**src/rtl/pushbox_pkg.sv**
```systemverilog
// rtl/pushbox_pkg.sv - shared tile codes, VRAM play-area layout and level ROM geometry
package pushbox_pkg;

   localparam int VRAM_BASE = 120;
   localparam int VRAM_END  = 1200;
   localparam int LEVELS    = 8;
   localparam int CELLS     = VRAM_END - VRAM_BASE;
   localparam int ROM_AW    = 14;

   localparam logic [7:0] TILE_EMPTY         = 8'h00;
   localparam logic [7:0] TILE_WALL          = 8'h01;
   localparam logic [7:0] TILE_FLOOR         = 8'h02;
   localparam logic [7:0] TILE_BOX           = 8'h03;
   localparam logic [7:0] TILE_TARGET        = 8'h04;
   localparam logic [7:0] TILE_PLAYER        = 8'h05;
   localparam logic [7:0] TILE_BOX_ON_TGT    = 8'h06;
   localparam logic [7:0] TILE_PLAYER_ON_TGT = 8'h07;

   typedef enum logic [2:0] {
      ST_IDLE, ST_CLR_REQ, ST_CLR_LO, ST_CLR_HI, ST_COPY, ST_FLUSH, ST_FIN
   } load_state_t;

   // level * CELLS as a constant table so no multiplier is built
   function automatic logic [ROM_AW-1:0] level_base(input logic [2:0] lv);
      logic [ROM_AW-1:0] b;
      case (lv)
         3'd0:    b = 14'd0;
         3'd1:    b = 14'd1080;
         3'd2:    b = 14'd2160;
         3'd3:    b = 14'd3240;
         3'd4:    b = 14'd4320;
         3'd5:    b = 14'd5400;
         3'd6:    b = 14'd6480;
         default: b = 14'd7560;
      endcase
      return b;
   endfunction

endpackage

```
**src/rtl/vram_level_loader_if.sv**
```systemverilog
// rtl/vram_level_loader_if.sv - level ROM read port and VRAM write port of the loader
interface vram_level_loader_if;
   import pushbox_pkg::*;

   logic [ROM_AW-1:0] rom_addr;
   logic [7:0]        rom_data;
   logic              vram_we;
   logic [10:0]       vram_addr;
   logic [7:0]        vram_data;

   modport master (output rom_addr, vram_we, vram_addr, vram_data, input rom_data);
   modport slave  (input rom_addr, vram_we, vram_addr, vram_data, output rom_data);

endinterface

```
**src/rtl/level_scan_stats.sv**
```systemverilog
// rtl/level_scan_stats.sv - classifies returned tiles and keeps player/box/target statistics
module level_scan_stats
   import pushbox_pkg::*;
(
   input  logic        clk,
   input  logic        rst_n,
   input  logic        clr,
   input  logic        valid,
   input  logic [7:0]  tile,
   input  logic [10:0] addr,
   output logic [10:0] player_addr,
   output logic [7:0]  box_count,
   output logic [7:0]  target_count,
   output logic [1:0]  players
);

   function automatic logic [7:0] sat8(input logic [7:0] v);
      return (v == 8'hFF) ? v : v + 8'd1;
   endfunction

   always_ff @(posedge clk or negedge rst_n) begin
      if (!rst_n) begin
         player_addr  <= 11'(VRAM_BASE);
         box_count    <= 8'd0;
         target_count <= 8'd0;
         players      <= 2'd0;
      end else if (clr) begin
         player_addr  <= 11'(VRAM_BASE);
         box_count    <= 8'd0;
         target_count <= 8'd0;
         players      <= 2'd0;
      end else if (valid) begin
         // a box already on a target counts only as a target
         if (tile == TILE_BOX)
            box_count <= sat8(box_count);
         if (tile == TILE_TARGET || tile == TILE_BOX_ON_TGT || tile == TILE_PLAYER_ON_TGT)
            target_count <= sat8(target_count);
         if (tile == TILE_PLAYER || tile == TILE_PLAYER_ON_TGT) begin
            player_addr <= addr;
            if (players != 2'd3)
               players <= players + 2'd1;
         end
      end
   end

endmodule

```
**src/rtl/vram_level_loader.sv**
```systemverilog
// rtl/vram_level_loader.sv - clears VRAM via vram_clear, then copies one level map from ROM
module vram_level_loader
   import pushbox_pkg::*;
(
   input  logic                clk,
   input  logic                rst_n,
   input  logic                start,
   input  logic [2:0]          level,
   output logic                clear,
   input  logic                clear_done,
   output logic                clr_own,
   vram_level_loader_if.master mem,
   output logic                busy,
   output logic                done,
   output logic [10:0]         player_addr,
   output logic [7:0]          box_count,
   output logic [7:0]          target_count,
   output logic                err
);

   load_state_t       state, state_nx;
   logic [10:0]       idx;
   logic [ROM_AW-1:0] base;
   logic              pend_valid;
   logic [10:0]       pend_addr;
   logic [1:0]        players;
   logic              accept;

   always_ff @(posedge clk or negedge rst_n) begin
      if (!rst_n) state <= ST_IDLE;
      else        state <= state_nx;
   end

   always_comb begin
      state_nx = state;
      clear    = 1'b0;
      clr_own  = 1'b0;
      busy     = 1'b1;
      done     = 1'b0;
      case (state)
         ST_IDLE: begin
            busy = 1'b0;
            if (start) state_nx = ST_CLR_REQ;
         end
         ST_CLR_REQ: begin
            clear    = 1'b1;
            clr_own  = 1'b1;
            state_nx = ST_CLR_LO;
         end
         ST_CLR_LO: begin
            clr_own = 1'b1;
            if (!clear_done) state_nx = ST_CLR_HI;
         end
         ST_CLR_HI: begin
            clr_own = 1'b1;
            if (clear_done) state_nx = ST_COPY;
         end
         ST_COPY:  if (idx == 11'(CELLS - 1)) state_nx = ST_FLUSH;
         ST_FLUSH: state_nx = ST_FIN;
         ST_FIN: begin
            done     = 1'b1;
            state_nx = ST_IDLE;
         end
         default:  state_nx = ST_IDLE;
      endcase
   end

   assign accept = (state == ST_IDLE) && start;

   // pend_* tracks the cell whose ROM byte arrives on the following cycle
   always_ff @(posedge clk or negedge rst_n) begin
      if (!rst_n) begin
         idx        <= 11'd0;
         base       <= '0;
         pend_valid <= 1'b0;
         pend_addr  <= 11'd0;
         err        <= 1'b0;
      end else begin
         pend_valid <= (state == ST_COPY);
         pend_addr  <= 11'(VRAM_BASE) + idx;
         idx        <= (state == ST_COPY) ? idx + 11'd1 : 11'd0;
         if (accept) begin
            base <= level_base(level);
            err  <= 1'b0;
         end
         if (state == ST_FIN)
            err <= (players != 2'd1);
      end
   end

   assign mem.rom_addr  = (state == ST_COPY) ? base + ROM_AW'(idx) : '0;
   assign mem.vram_we   = pend_valid && (mem.rom_data != TILE_EMPTY);
   assign mem.vram_addr = mem.vram_we ? pend_addr : 11'd0;
   assign mem.vram_data = mem.vram_we ? mem.rom_data : 8'd0;

   level_scan_stats u_stats (
      .clk          (clk),
      .rst_n        (rst_n),
      .clr          (accept),
      .valid        (pend_valid),
      .tile         (mem.rom_data),
      .addr         (pend_addr),
      .player_addr  (player_addr),
      .box_count    (box_count),
      .target_count (target_count),
      .players      (players)
   );

endmodule

```
**src/flat_wrapper.sv**
```systemverilog
// flat-port wrapper written by rule: the top's interface ports become plain ports
module vram_level_loader_flat import pushbox_pkg::*;
  (clk, rst_n, start, level, clear, clear_done, clr_own, busy, done, player_addr, box_count, target_count, err, mem_rom_addr, mem_vram_we, mem_vram_addr, mem_vram_data, mem_rom_data);
  vram_level_loader_if mem_i ();
  input  logic clk;
  input  logic rst_n;
  input  logic start;
  input  logic [2:0] level;
  output logic clear;
  input  logic clear_done;
  output logic clr_own;
  output logic busy;
  output logic done;
  output logic [10:0] player_addr;
  output logic [7:0] box_count;
  output logic [7:0] target_count;
  output logic err;
  output wire logic [$bits(mem_i.rom_addr)-1:0] mem_rom_addr;
  output wire logic [$bits(mem_i.vram_we)-1:0] mem_vram_we;
  output wire logic [$bits(mem_i.vram_addr)-1:0] mem_vram_addr;
  output wire logic [$bits(mem_i.vram_data)-1:0] mem_vram_data;
  input wire logic [$bits(mem_i.rom_data)-1:0] mem_rom_data;
  assign mem_rom_addr = mem_i.rom_addr;
  assign mem_vram_we = mem_i.vram_we;
  assign mem_vram_addr = mem_i.vram_addr;
  assign mem_vram_data = mem_i.vram_data;
  assign mem_i.rom_data = mem_rom_data;
  vram_level_loader u_core (.clk(clk), .rst_n(rst_n), .start(start), .level(level), .clear(clear), .clear_done(clear_done), .clr_own(clr_own), .mem(mem_i), .busy(busy), .done(done), .player_addr(player_addr), .box_count(box_count), .target_count(target_count), .err(err));
endmodule
```
**config.mk**
```make
export PLATFORM = sky130hd
export DESIGN_NAME = vram_level_loader_flat
export DESIGN_NICKNAME = d
export VERILOG_FILES = /design/src/rtl/pushbox_pkg.sv /design/src/rtl/vram_level_loader_if.sv /design/src/rtl/level_scan_stats.sv /design/src/rtl/vram_level_loader.sv /design/src/flat_wrapper.sv
export SDC_FILE = /design/constraint.sdc
export NUM_CORES = 1
export LEC_CHECK = 0
export ABC_AREA = 1
export CAP_MARGIN = 25
export CORE_MARGIN = 2
export CORE_UTILIZATION = 51
export CTS_CLUSTER_SIZE = 30
export DETAILED_ROUTE_END_ITERATION = 10
export GPL_TIMING_DRIVEN = 0
export PLACE_DENSITY = 0.8
export SLEW_MARGIN = 40
export SYNTH_ARGS = -nofsm -noshare
export SYNTH_HDL_FRONTEND = slang
export SYNTH_SLANG_ARGS = --single-unit
```
**constraint.sdc**
```tcl
create_clock -name clk -period 2.2 [get_ports clk]
set_input_delay 0.44 -clock clk [delete_from_list [all_inputs] [get_ports clk]]
set_output_delay 0.44 -clock clk [all_outputs]
set_load 0.01 [all_outputs]
```
==> load_flow_metrics.sql, run 1 <==
INSERT INTO impl_metrics (metric_group, metric, value, unit) VALUES
('place', 'hpwl_after_detailed_placement', '7020', 'um'),
('synthesis', 'number_of_distinct_library_cells_after_synthesis', '32', ''),
('synthesis', 'avgSynthCellArea', '7.31', 'sq um'),
('place', 'globalplace.congestion', '0.857', ''),
('timing', 'fin_worst_hold_slack', '59.4', 'ps'),
('synthesis', 'post_synth_most_frequent_cells', '131 x nand2_1, 86 x nor2_1, 66 x inv_1, 60 x dfrtp_1, 48 x nand3_1', ''),
('timing', 'finalWorstSetupSlack', '-222', 'ps'),
('setup_path', 'crit_slowest_cell', 'dfrtp_1', ''),
('timing', 'timing.final.hold_violations', '0', ''),
('setup_path', 'critical_path_buf_inv_count', '1', ''),
('status', 'run_status', 'complete, but fails checks', ''),
('timing', 'max_slew_margin', '65.8', '%'),
('floorplanning', 'core-area', '7250', 'sq um'),
('finish', 'design.final.nets', '677', ''),
('pwr', 'share_clk_of_total_power', '45.8', '%'),
('setup_path', 'path_class', 'reg2out', ''),
('setup_path', 'top_cell_family_by_delay_on_the_critical_path', 'adder cells', ''),
('floorplanning', 'fp.dieH', '90.4', 'um'),
('pwr', 'ir_drop', '0.000447', 'V'),
('clock_tree', 'path_clk_slew', '80', 'ps'),
('clock_tree', 'cts.sinks', '64', ''),
('setup_path', 'setup.worst_path.start_class', 'register', ''),
('pwr', 'switching_part_of_the_total', '22.5', '%'),
('setup_path', 'worstPathRequired', '1760', 'ps'),
('finish', 'multi_input_area', '2020', 'sq um'),
('pwr', 'combPwrFrac', '8.8', '%'),
('global_routing', 'grt_start_max_net_pins', '39', ''),
('clock_tree', 'clock_latency', '340', 'ps'),
('synthesis', 'synthesis.instances', '521', ''),
('min_path', 'worst_hold_path_type', 'in2async', ''),
('global_routing', 'grt_pass1_vias', '3740', ''),
('synthesis', 'synthesis.nets', '551', ''),
('detailed_routing', 'wirelength', '10600', 'um'),
('finish', 'diodes', '0', ''),
('timing', 'report.final.slew_viol_count', '0', ''),
('timing', 'grt_setup_unrepaired', 'true', ''),
('pwr', 'power.density', '507', 'nW/um^2'),
('setup_path', 'path_cells', 'ha_4 > fa_2 > nand2_2 > nand3_2 > nand2_4 > o21bai_1 > nand2_1 > nand2_1 > nor2_1 > buf_2', ''),
('synthesis', 'number_of_warnings_issued_by_yosys', '0', ''),
('synthesis', 'combined_area_of_all_synthesized_cells', '3810', 'sq um'),
('floorplanning', 'start_util', '52.5', '%'),
('status', 'violations', 'negative setup slack', ''),
('timing', 'final.period_utilization', '110', '%'),
('pwr', 'net-switching-power', '0.616', 'mW'),
('finish', 'drive_gt1_share', '23.0', '%'),
('finish', 'seq_area', '1610', 'sq um'),
('detailed_routing', 'via_count', '3910', ''),
('finish', 'syn2layout_area_growth', '41.5', '%'),
('timing', 'final_setup_violation_count', '5', ''),
('global_routing', 'grt_usage', '26.4', '%'),
('synthesis', 'synthArstFlopShare', '100', '%'),
('synthesis', 'synthDominantCellAreaShare', '39.4', '%'),
('detailed_routing', 'drt-wirelength-per-cell', '14.1', 'um'),
('global_routing', 'antenna_violations_before_repair', '0', ''),
('synthesis', 'synthDominantAreaCellType', 'dfrtp_1', ''),
('place', 'postPlaceCellArea', '4750', 'sq um'),
('floorplanning', 'floorplan.rows', '31', ''),
('detailed_routing', 'detailedRoute.firstPassIterationCount', '5', ''),
('setup_path', 'worst_path_largest_cell_delay', '440', 'ps'),
('pwr', 'cellInternalPower', '2.12', 'mW'),
('synthesis', 'ys_top_cells_by_area', 'dfrtp_1 39%, nand2_1 13%, nor2_1 8.5%', ''),
('synthesis', 'synth.ff_latch_count', '64', ''),
('timing', 'period_needed', '2420', 'ps'),
('timing', 'summed_negative_setup_slack_over_all_endpoints', '-935', 'ps'),
('pwr', 'leakage_power', '2.74', 'nW'),
('global_routing', 'globalRouteOverflowTotal', '0', ''),
('timing', 'worstMarginPinSlew', '513', 'ps'),
('synthesis', 'dominantRegCellSynth', 'dfrtp_1', ''),
('clock_tree', 'cts_htree_levels', '3', ''),
('pwr', 'design_power_total', '2.73', 'mW'),
('setup_path', 'crit_arrival', '1980', 'ps');
cells by family (layout without fill, tap and decap cells):
group	after synthesis	count (layout)	share of synthesized area, %
AND/OR/NAND/NOR	292	292	32.6
buffers and inverters	84	215	9.36
flip-flops	64	64	42.2
AO/OA/AOI/OAI	50	50	7.10
XOR/XNOR	16	16	3.68
adder cells (fa/ha/maj)	15	15	5.12
final timing paths:
path                                        startpoint                                    endpoint  slack [ps]  depth (start not counted)
max in group asynchronous                        rst_n   u_core.u_stats.player_addr[3]$_DFFE_PN1P_        1540                          2
max reg2reg                    u_core.idx[4]$_DFF_PN0_                 u_core.state[2]$_DFFE_PN0P_         550                          8
min reg2reg                    u_core.idx[1]$_DFF_PN0_               u_core.pend_addr[1]$_DFF_PN0_         440                          0
min in group clk               u_core.idx[1]$_DFF_PN0_               u_core.pend_addr[1]$_DFF_PN0_         440                          0
max                        u_core.base[10]$_DFFE_PN0P_                             mem_rom_addr[9]        -220                         10
min                                              rst_n  u_core.u_stats.target_count[2]$_DFFE_PN0P_          60                          1
cell type report:
| cell class | instances | share of cell area (%) |
|---|---|---|
| Timing Repair Buffer | 115 | 18.8 |
| Clock buffer | 11 | 2.62 |
| Clock inverter | 5 | 1.93 |
| Sequential cell | 64 | 29.9 |
| Inverter | 69 | 4.90 |
| Tap cell | 99 | 2.30 |
| Multi-Input combinational cell | 373 | 37.5 |
| Buffer | 15 | 2.00 |
placed cells by master (no fill, tap or decap), types with 8 or more instances in the layout:
cell type and instances:
nor3_1 9, clkbuf_8 10, buf_2 22, xor2_1 16, buf_6 10, buf_4 32, clkdlybuf4s15_2 11, nand2_1 123
nor2_1 82, inv_1 62, o21ai_0 13, nand3_1 44, a21oi_1 16, dfrtp_1 55, clkdlybuf4s50_1 37, ha_1 8
power by group through the flow:
stage	clock (mW)	sequential, mW	combinational, mW
after floorplan	0	1.27	0.0771
after global placement	0	1.26	0.221
after detailed placement	0	1.26	0.234
after CTS	1.27	1.24	0.238
after global routing	1.33	1.25	0.268
final	1.25	1.24	0.242
through the flow:
step / worst slack, ps / instances
after global placement: -1420 / 700
after detailed placement: -585 / 701
after CTS: -231 / 745
final: -222 / 751
after global routing: -318 / 751
after floorplan: 143 / 521
registers in the layout, summed over array words and instances (netlist names):
register,count
u_core.idx,11
u_core.state,3
u_core.err,1
u_core.pend_addr,11
u_core.base,8
u_core.u_stats.target_count,8
u_core.u_stats.players,2
u_core.u_stats.box_count,8
u_core.pend_valid,1
u_core.u_stats.player_addr,11
worst register-to-register path, stage by stage (launching register included):
cell and delay [ps]:
dfrtp_2 440, buf_4 140, buf_4 130, nand2_1 110
inv_1 90, nand3_1 90, o21ai_1 360, nand3_1 140
nand2_1 70
what timing repair did:
item                                    in CTS  in global routing
buffers inserted                            27                  6
pin swaps                                   15                 12
cloned                                       1                  0
endpoints found under the setup margin      34                 31
resized for setup                          161                 23
per-layer routing:
| metal | wire length, um | up-vias | GRT usage, % |
|---|---|---|---|
| li1 | - | 1897 | - |
| met1 | 4270 | 1862 | 31.6 |
| met2 | 5610 | 131 | 46.7 |
| met3 | 547 | 20 | 5.93 |
| met4 | 179 | 0 | 9.36 |
| met5 | 0 | - | 0 |
Note: power is estimated with default switching activity, not from simulation.
==> run 2: changes to the inputs <==
--- a/config.mk
+++ b/config.mk
@@ -13,6 +13,7 @@
 export DETAILED_ROUTE_END_ITERATION = 10
 export GPL_TIMING_DRIVEN = 0
 export PLACE_DENSITY = 0.8
+export SETUP_SLACK_MARGIN = 0.2
 export SLEW_MARGIN = 40
 export SYNTH_ARGS = -nofsm -noshare
 export SYNTH_HDL_FRONTEND = slang
==> run 2 against run 1 <==
- the run ends with negative hold slack, negative setup slack left
- die area unchanged
- power decreased by 13%
- sequential power about the same
- maximum frequency decreased by 3.3%
- critical path depth decreased by 1
- hold slack got worse by 63 ps
- non-clock buffer count increased by 4
- critical path type unchanged
- largest cell class unchanged
==> load_flow_metrics.sql, run 2 (synthesis gave the netlist of run 1 again) <==
INSERT INTO impl_metrics (metric_group, metric, value, unit) VALUES
('timing', 'timing.final.hold_violations', '3', ''),
('finish', 'final_core_utilization', '74.5', '%'),
('pwr', 'power.density', '440', 'nW/um^2'),
('min_path', 'worst_hold_path_type', 'in2async', ''),
('floorplanning', 'fp.dieH', '90.4', 'um'),
('setup_path', 'path_class', 'reg2out', ''),
('setup_path', 'worst_r2r_path_depth', '8', ''),
('setup_path', 'worst-path-max-fanout', '3', ''),
('timing', 'final.period_utilization', '114', '%'),
('global_routing', 'globalRouteOverflowTotal', '0', ''),
('global_routing', 'antenna_violations_before_repair', '0', ''),
('detailed_routing', 'drtIter0Drc', '284', ''),
('floorplanning', 'floorplan.rows', '31', ''),
('finish', 'mostFrequentLayoutCells', '119 x nand2_1, 75 x nor2_1, 61 x inv_1', ''),
('detailed_routing', 'route.detailed.drc', '0', ''),
('setup_path', 'crit_slowest_cell', 'dfrtp_2', ''),
('finish', 'syn2layout_area_growth', '41.9', '%'),
('global_routing', 'grt_first_pass_wirelength', '17700', 'um'),
('setup_path', 'setup.worst_path.start_class', 'register', ''),
('setup_path', 'worstPathRequired', '1760', 'ps'),
('setup_path', 'critical_path_buf_inv_count', '3', ''),
('floorplanning', 'core-area', '7250', 'sq um'),
('detailed_routing', 'detailedRoute.firstPassIterationCount', '5', ''),
('timing', 'fin_worst_hold_slack', '-4.08', 'ps'),
('clock_tree', 'cts.hold.buffers_added', '0', ''),
('global_routing', 'grt_usage', '26.7', '%'),
('finish', 'number_of_fill_cells_in_the_layout', '530', ''),
('timing', 'worst_clock_skew', '10.6', 'ps'),
('status', 'run_status', 'complete, but fails checks', ''),
('flow_run', 'max-cap-violations', '0', ''),
('timing', 'finalWorstSetupSlack', '-304', 'ps'),
('place', 'hpwl_after_detailed_placement', '6970', 'um'),
('timing', 'worstMarginPinSlew', '439', 'ps'),
('place', 'globalplace.congestion', '0.843', ''),
('global_routing', 'grt_start_max_net_pins', '39', ''),
('clock_tree', 'cts.sinks', '64', ''),
('clock_tree', 'path_clk_slew', '70', 'ps'),
('clock_tree', 'cts_buffers', '9', ''),
('timing', 'period_needed', '2500', 'ps'),
('clock_tree', 'clock_latency', '350', 'ps'),
('timing', 'max_slew_margin', '70.7', '%'),
('clock_tree', 'cts.path.max_buffers', '2', ''),
('floorplanning', 'ports_placed_on_the_boundary', '81', ''),
('finish', 'drive_gt1_share', '27.6', '%'),
('place', 'postPlaceCellArea', '4760', 'sq um'),
('status', 'violations', 'negative hold slack, negative setup slack', ''),
('detailed_routing', 'avgViaCountPerCell', '5.33', ''),
('clock_tree', 'cts_htree_levels', '3', ''),
('floorplanning', 'floorplan_die_area', '8170', 'sq um'),
('finish', 'diodes', '0', ''),
('setup_path', 'crit_top_cell', 'nand2_1', ''),
('detailed_routing', 'via_count', '4027', ''),
('setup_path', 'worst_path_largest_cell_delay', '440', 'ps'),
('setup_path', 'setup.worst_path.end_class', 'output pin', ''),
('setup_path', 'top_cell_family_by_delay_on_the_critical_path', 'flip-flops', ''),
('global_routing', 'grt_pass1_vias', '3856', ''),
('timing', 'max_freq', '399', 'MHz'),
('setup_path', 'path_cells', 'buf_4 > ha_4 > nand2_1 > inv_2 > nand3_1 > o21ai_2 > nand2_1 > nor3_1 > buf_2', ''),
('timing', 'grt_setup_unrepaired', 'true', ''),
('floorplanning', 'start_util', '52.5', '%'),
('detailed_routing', 'drt-wirelength-per-cell', '14.7', 'um'),
('finish', 'design_area', '5400', 'sq um'),
('setup_path', 'crit_arrival', '2060', 'ps'),
('floorplanning', 'die-width', '90.4', 'um'),
('detailed_routing', 'detail-route-antenna-nets', '0', ''),
('finish', 'leading_cell_type_in_the_layout_fill_and_taps_excluded', 'nand2_1', ''),
('place', 'portBuffers', '80', ''),
('finish', 'largest_registers', 'u_core.idx: 11 flops, u_core.pend_addr: 11 flops, u_core.u_stats.player_addr: 11 flops', ''),
('setup_path', 'path_depth', '9', ''),
('finish', 'design.final.nets', '681', ''),
('clock_tree', 'cts_tree', 'done', ''),
('timing', 'final_setup_violation_count', '5', ''),
('pwr', 'ir_drop', '0.000393', 'V'),
('detailed_routing', 'wirelength', '11100', 'um'),
('timing', 'report.final.slew_viol_count', '0', ''),
('clock_tree', 'clock-root-buffer', 'clkbuf_8', ''),
('timing', 'summed_negative_setup_slack_over_all_endpoints', '-1180', 'ps'),
('pwr', 'leakage_power', '2.70', 'nW');
-- run 2: cell type report --
cell class | count | area [sq um] | area share, %
multi-input cells | 373 | 2120 | 39.2
flip-flops and latches | 64 | 1620 | 29.9
repair buffers | 119 | 1000 | 18.5
inverters | 69 | 262 | 4.84
clock buffers | 11 | 131 | 2.43
well taps | 99 | 124 | 2.29
plain buffers | 15 | 114 | 2.11
clock inverters | 5 | 35.0 | 0.648
-- run 2: final timing paths --
path / startpoint / endpoint / slack [ps]
hold / removal: rst_n / u_core.u_stats.target_count[4]$_DFFE_PN0P_ / -4
min in group clk: u_core.idx[1]$_DFF_PN0_ / u_core.pend_addr[1]$_DFF_PN0_ / 450
setup / recovery: u_core.base[10]$_DFFE_PN0P_ / mem_rom_addr[13] / -300
hold reg to reg: u_core.idx[1]$_DFF_PN0_ / u_core.pend_addr[1]$_DFF_PN0_ / 450
setup reg to reg: u_core.u_stats.target_count[0]$_DFFE_PN0P_ / u_core.u_stats.target_count[5]$_DFFE_PN0P_ / 560
max in group asynchronous: rst_n / u_core.idx[4]$_DFF_PN0_ / 1650
-- run 2: what timing repair did --
action | 4_1_cts | 5_1_grt
setup buffers | 32 | 5
endpoints found under the hold margin | 0 | 0
pin swaps | 28 | 17
endpoints found under the setup margin | 36 | 42
cloned | 1 | 0
gates resized for setup | 196 | 56
-- run 2: routing by layer --
layer | vias up | wire [um] | global-route usage [%]
li1 | 1893 | - | -
met1 | 1913 | 4270 | 30.9
met2 | 186 | 5800 | 48.2
met3 | 35 | 660 | 5.09
met4 | 0 | 357 | 11.5
met5 | - | 0 | 0
-- run 2: report_power, final --
part	internal [mW]	switching [mW]	leakage, nW	total [mW]
Combinational	0.120	0.122	1.80	0.241
Sequential	1.21	0.0288	0.814	1.24
Clock	0.409	0.486	0.0833	0.896
Total	1.74	0.637	2.70	2.38
-- run 2: per-stage QoR --
stage / hold slack [ps] / power [mW] / instances / setup slack [ps]
after floorplan: 144 / 1.35 / 521 / 205
after global placement: 416 / 1.48 / 700 / -1350
after detailed placement: 379 / 1.50 / 701 / -557
after CTS: 6.81 / 2.36 / 750 / -260
after global routing: 6.06 / 2.48 / 755 / -380
final: -4.08 / 2.38 / 755 / -304
